===== src/rtl/imm_ext_pkg.sv =====
// -----------------------------------------------------------------------------
// imm_ext_pkg
//   Shared definitions for the immediate-extension block of the 16-bit
//   6-stage RISC pipeline: width constants and the extension-mode encoding.
// -----------------------------------------------------------------------------
package imm_ext_pkg;

  localparam int unsigned DATA_W = 16;
  localparam int unsigned IMM6_W = 6;
  localparam int unsigned IMM9_W = 9;

  typedef enum logic [1:0] {
    EXT6   = 2'b00,
    EXT9   = 2'b01,
    EXT6X2 = 2'b10,
    EXT9X2 = 2'b11
  } imm_mode_e;

endpackage : imm_ext_pkg


===== src/rtl/imm_ext_core.sv =====
// -----------------------------------------------------------------------------
// imm_ext_core
//   Purely combinational immediate extenders and mode mux.
//
//   Ports:
//     imm6    in   short immediate (always sign-extended)
//     imm9    in   long immediate {rb[2:0], imm6}
//     mode    in   00 EXT6, 01 EXT9, 10 EXT6x2, 11 EXT9x2
//     sext6_o out  sign extension of imm6
//     ext9_o  out  extension of imm9
//     sel_o   out  mode-selected operand (optionally doubled)
//
//   Build option: IMM_EXT_SEXT9_EN -- when defined the 9-bit path is
//   sign-extended instead of zero-extended.
// -----------------------------------------------------------------------------
module imm_ext_core
  import imm_ext_pkg::*;
#(
  parameter int unsigned DATA_W = imm_ext_pkg::DATA_W,
  parameter int unsigned IMM6_W = imm_ext_pkg::IMM6_W,
  parameter int unsigned IMM9_W = imm_ext_pkg::IMM9_W
) (
  input  logic [IMM6_W-1:0] imm6,
  input  logic [IMM9_W-1:0] imm9,
  input  logic [1:0]        mode,
  output logic [DATA_W-1:0] sext6_o,
  output logic [DATA_W-1:0] ext9_o,
  output logic [DATA_W-1:0] sel_o
);

  always_comb begin
    sext6_o = {{(DATA_W-IMM6_W){imm6[IMM6_W-1]}}, imm6};
  end

  always_comb begin
`ifdef IMM_EXT_SEXT9_EN
    ext9_o = {{(DATA_W-IMM9_W){imm9[IMM9_W-1]}}, imm9};
`else
    ext9_o = {{(DATA_W-IMM9_W){1'b0}}, imm9};
`endif
  end

  // Doubling is a modulo-2^DATA_W left shift: the MSB is simply dropped.
  always_comb begin
    sel_o = '0;
    case (imm_mode_e'(mode))
      EXT6:    sel_o = sext6_o;
      EXT9:    sel_o = ext9_o;
      EXT6X2:  sel_o = {sext6_o[DATA_W-2:0], 1'b0};
      EXT9X2:  sel_o = {ext9_o[DATA_W-2:0], 1'b0};
      default: sel_o = '0;
    endcase
  end

endmodule : imm_ext_core


===== src/rtl/imm_extend_unit.sv =====
// -----------------------------------------------------------------------------
// imm_extend_unit
//   Decode/register-read stage immediate extension with a one-cycle
//   enable-gated pipeline register for the selected operand.
//
//   Ports:
//     clk      in   pipeline clock, rising edge
//     reset    in   asynchronous active-high reset (clears imm_q, valid_q)
//     en       in   stage enable; 0 holds the registered outputs
//     imm6     in   short immediate
//     imm9     in   long immediate {rb[2:0], imm6}
//     mode     in   00 EXT6, 01 EXT9, 10 EXT6x2, 11 EXT9x2
//     in_valid in   decode instruction carries an immediate
//     sext6_o  out  combinational sign extension of imm6 (not reset)
//     ext9_o   out  combinational extension of imm9 (not reset)
//     imm_q    out  registered, mode-selected operand
//     valid_q  out  registered in_valid
//
//   Build option: IMM_EXT_SEXT9_EN -- sign-extend the 9-bit path.
// -----------------------------------------------------------------------------
module imm_extend_unit
  import imm_ext_pkg::*;
#(
  parameter int unsigned DATA_W = imm_ext_pkg::DATA_W,
  parameter int unsigned IMM6_W = imm_ext_pkg::IMM6_W,
  parameter int unsigned IMM9_W = imm_ext_pkg::IMM9_W
) (
  input  logic              clk,
  input  logic              reset,
  input  logic              en,
  input  logic [IMM6_W-1:0] imm6,
  input  logic [IMM9_W-1:0] imm9,
  input  logic [1:0]        mode,
  input  logic              in_valid,
  output logic [DATA_W-1:0] sext6_o,
  output logic [DATA_W-1:0] ext9_o,
  output logic [DATA_W-1:0] imm_q,
  output logic              valid_q
);

  logic [DATA_W-1:0] sel;
  logic [DATA_W-1:0] imm_d;
  logic              valid_d;

  imm_ext_core #(
    .DATA_W (DATA_W),
    .IMM6_W (IMM6_W),
    .IMM9_W (IMM9_W)
  ) u_core (
    .imm6    (imm6),
    .imm9    (imm9),
    .mode    (mode),
    .sext6_o (sext6_o),
    .ext9_o  (ext9_o),
    .sel_o   (sel)
  );

  always_comb begin
    imm_d   = imm_q;
    valid_d = valid_q;
    if (en) begin
      imm_d   = sel;
      valid_d = in_valid;
    end
  end

  always_ff @(posedge clk or posedge reset) begin
    if (reset) begin
      imm_q   <= '0;
      valid_q <= 1'b0;
    end else begin
      imm_q   <= imm_d;
      valid_q <= valid_d;
    end
  end

endmodule : imm_extend_unit


===== config.mk =====
export PLATFORM = sky130hd
export DESIGN_NAME = imm_extend_unit
export DESIGN_NICKNAME = d
export VERILOG_FILES = /design/src/rtl/imm_ext_pkg.sv /design/src/rtl/imm_ext_core.sv /design/src/rtl/imm_extend_unit.sv
export SDC_FILE = /design/constraint.sdc
export NUM_CORES = 1
export LEC_CHECK = 0
export ABC_AREA = 1
export CORE_AREA = 2 2 74 48
export CTS_CLUSTER_DIAMETER = 50
export CTS_CLUSTER_SIZE = 24
export DETAILED_ROUTE_END_ITERATION = 16
export DIE_AREA = 0 0 76 50
export GPL_ROUTABILITY_DRIVEN = 0
export GPL_TIMING_DRIVEN = 0
export MAX_ROUTING_LAYER = met4
export PLACE_DENSITY = 0.86
export SYNTH_ARGS = -nofsm -noshare
export SYNTH_HDL_FRONTEND = slang
export SYNTH_HIERARCHICAL = 1
export SYNTH_SLANG_ARGS = --single-unit
export TNS_END_PERCENT = 30

===== constraint.sdc =====
create_clock -name clk -period 1.5 [get_ports clk]
set_input_delay 0.375 -clock clk [delete_from_list [all_inputs] [get_ports clk]]
set_output_delay 0.375 -clock clk [all_outputs]
set_load 0.02 [all_outputs]

# Word-level counts from Yosys, hierarchy flattened
# Cells that the tools add are included.
[word_totals]
regBits = 17
input_bits = 21
output_inout_bits = 49
word_cells = 7
[classes]
eq_ne = 3
n_mux = 1
n_reduce_logical = 1
[op_table]
columns = ["cell", "count"]
rows = [
  ["16-bit case mux with 4 select lines", 1],
  ["2-bit == test (second input constant)", 2],
  ["2-bit by 1-bit == test with 1-bit output (second input constant)", 1],
  ["2-bit logical NOT", 1],
]

# Logic depth before layout (Yosys ltp)
[depth]
ltp_word = 2
depth_mapped = 7
depth_no_buf = 5

# By module
# The synthesis kept the hierarchy.
[modules_own_cells]
columns = ["mod", "n_inst", "cells_each", "area_each_um2"]
rows = [
  ["imm_extend_unit", 1, 73, 684.4],
  ["imm_ext_core", 1, 86, 543.0],
]

# Least setup slack after synthesis
# Ideal clock, no wire load.
[synth_timing]
path_kind = "input port to flip-flop"
start = "input port mode[1]"
end = "register imm_q[15]"
arrival_time_ns = 1.131
setup_slack_ns = 0.304
path_stages = 7
n_path_buf = 2
path_cell_list = "buf_6 nor2_2 nand2_2 nand2_1 buf_4 nand2_1 nand2_1"
[synth_between]
elab_chain_len = 2
elab_cells_between_ends = 5
classes_between = "3 x eq/ne; 1 x mux; 1 x reduce/logical"
[synth_lines]
columns = ["item", "line", "source"]
rows = [
  ["start: declaration", "imm_extend_unit.sv:33", "input logic [1:0] mode,"],
  ["2-bit == test (tied with other cells)", "imm_ext_core.sv:46", "case (imm_mode_e'(mode))"],
  ["16-bit case mux with 4 select lines (*)", "imm_ext_core.sv:46", ""],
  ["via sel[15]", "imm_extend_unit.sv:41", "logic [DATA_W-1:0] sel;"],
  ["end signal: assignment", "imm_extend_unit.sv:72", "imm_q <= imm_d;"],
  ["end: declaration", "imm_extend_unit.sv:37", "output logic [DATA_W-1:0] imm_q,"],
]
# The timed path passes the listed nets; every way through them passes the cells marked *.
# A chain may end at the register's enable or synchronous reset.

# Final worst setup path
[layout_timing]
start = "input port imm6[4]"
end = "output port sext6_o[4]"
[layout_rtl]
columns = ["item", "line", "source"]
rows = [
  ["start: declaration", "imm_extend_unit.sv:31", "input logic [IMM6_W-1:0] imm6,"],
  ["end: declaration", "imm_extend_unit.sv:35", "output logic [DATA_W-1:0] sext6_o,"],
]
# No word-level cell between the ends.

==> reports/summary.txt <==
port bufs = 60
drt initial violations = 59
async set-reset flop share out of synthesis = 100%
io pins = 70
Core Area = 0.00310 mm2
Vias = 1,208
GRT Max-Usage Layer = met2
CTS sink count = 17
maximum vdd drop = 0.441 mV
Avg Vias per Cell = 4.38
hold depth = 3
Tot GR Track Use = 16.6%
antenna diode count = 0
final antenna-violating net count = 0
Synth Cell Area = 0.00123 mm2
maximum root-to-sink buffer count = 2
Hold Path End = imm_q[2]
Rows = 16
vias in the first global route = 1,083
number of buffers created by CTS = 3
H-tree depth = 1
Die Area = 0.00380 mm2
static leakage = 1.11 nW
final worst slack = 16.6 ps
sequential share of the synthesized area = 34.7%
Rel. slew slack = 57.8%
Crit path arrival time = 1110 ps
Worst Path Max Fanout = 3
area grow syn2layout = 55.5%
met2 usage = 26.3%
routing usage on met3 = 6.04%
clock skew = 0 ps
status = finished, final reports clean
Worst Reg2Reg Path Length in Cells = 2
Worst setup EP type = output port
Die X = 76 um
pin count of the biggest net entering global routing = 18
share of cells above drive strength 1 = 33.3%
Worst Tran Pin Value = 632 ps
fmax = 674 MHz
Post-Syn Instances = 159
grt met1 use = 21.3%
root buf cell = clkbuf_8
Finish-stage setup viols = 0
First-pass DRT Iterations = 4
pwr/cell area = 734 mW/mm2
crit path launch type = primary input
Routed WL per cell = 11.2 um
max-slew violation count = 0
Synth area leader = dfrtp_1
Yosys reg bits = 17
YS warnings = 6
initial antenna violation count = 0
Syn Area/Cell = 7.72 um2
CTS tree = done
Post-DP Area = 0.00191 mm2
max-cap violations = 0
Clock transition at path regs = 60 ps
most numerous cell in the Yosys netlist = nand2_1
Worst R2R Start = imm_q[7]
# DRC = 0
HPWL after DPL = 2390 um
DIE HEIGHT = 50 um
Clock Latency Late Sink = 250 ps
hold_ws = 387 ps
first-pass GRT wire length = 4930 um
synth unique cells = 16
Primary FF master, synth = dfrtp_1
hold buffer count at CTS = 0
synth top area cells = dfrtp_1, buf_4, nand2_1
Starting Density = 39.6%
number of enable flip-flop cells after synthesis = 0
HP Class = primary input to flop
gr ovfl total = 0
final hold vios = 0
critical path class = primary input to output port
nets = 253
fin crit period = 1480 ps
period utilization = 98.9%
Placement Setup Slack = -799 ps
R2R Setup Slk = 860 ps
post-synth top area share = 34.7%
Synth top cells by count = nand2_1, buf_4, nand3_1
Worst EP required = 1120 ps
r2r endpoint = imm_q[7]
HP Start = en
total wire length = 3080 um
Final Instance Area = 0.00191 mm2
-- worst max path at each step --
stage	to	cells after the start	startpoint
finish	sext6_o[4]	3	imm6[4]
floorplan	imm_q[15]	7	mode[1]
global route	imm_q[14]	7	mode[0]
CTS	sext6_o[0]	3	imm6[0]
detailed placement	sext6_o[9]	3	imm6[5]
global placement	sext6_o[11]	3	imm6[5]
-- sequential cells by signal, summed over array words and instances, names as in the netlist --
signal,count
valid_q,1
imm_q,16
-- through the flow --
step	instances	power, mW	TNS [ps]	utilization [%]
after floorplan	165	0.873	0	-
after global placement	270	1.13	-17660	61.5
after detailed placement	270	1.13	-18040	61.5
after CTS	274	1.41	-17.7	60.6
after global routing	276	1.48	-13.2	61.5
final	276	1.40	0	61.5
-- critical path, stage by stage --
cell             delay, ps
clkdlybuf4s50_1        500
buf_4                  110
buf_4                  120
-- cell type report --
type / count / area (um2)
repair buffers: 62 / 549
flip-flops and latches: 17 / 425
clock inverters: 1 / 5.00
multi-input cells: 100 / 452
clock buffers: 3 / 41.3
plain buffers: 44 / 357
inverters: 4 / 22.5
fillers: 294 / 1190
well taps: 45 / 56.3
-- cell families after synthesis --
logic type	synth area share, %
flip-flops	34.7
AND/OR/NAND/NOR	34.5
other	0.306
buffers and inverters	30.6
-- report_power, final --
group,total [mW],switching [mW],internal (mW)
sequential,0.536,0.0295,0.507
combinational,0.528,0.287,0.241
clock,0.336,0.152,0.184
-- per-layer routing --
metal  share of wire [%]  vias to the layer above
met4                   0                        0
met1                  47                      545
met5                   0                        -
met3                 8.3                        0
li1                    -                      614
met2                  45                       49
-- what timing repair did --
item | CTS | global route
gates cloned | 0 | 0
gates resized for setup | 77 | 5
setup endpoints to repair | 47 | 9
setup buffers | 0 | 2
-- placed cells by master (no fill, tap or decap) --
| cell | Yosys | layout |
|---|---|---|
| nand2_1 | 53 | 52 |
| nand2_2 | 6 | 7 |
| conb_1 | 1 | 7 |
| buf_2 | 1 | 1 |
| nand4_1 | 8 | 8 |
| dlygate4sd2_1 | 0 | 37 |
| dlymetal6s2s_1 | 0 | 4 |
| clkinv_2 | 0 | 1 |
| clkdlybuf4s15_2 | 0 | 2 |
| dfrtp_1 | 17 | 17 |
| inv_8 | 1 | 1 |
| inv_2 | 2 | 2 |
| nor2_2 | 1 | 1 |
| nand3_2 | 1 | 1 |
| buf_6 | 3 | 4 |
| inv_1 | 1 | 1 |
| buf_8 | 1 | 1 |
| buf_4 | 38 | 52 |
| clkdlybuf4s50_1 | 0 | 4 |
| clkbuf_8 | 1 | 4 |
| nand3_1 | 24 | 24 |
No activity file was read; power rests on OpenSTA's default activity.
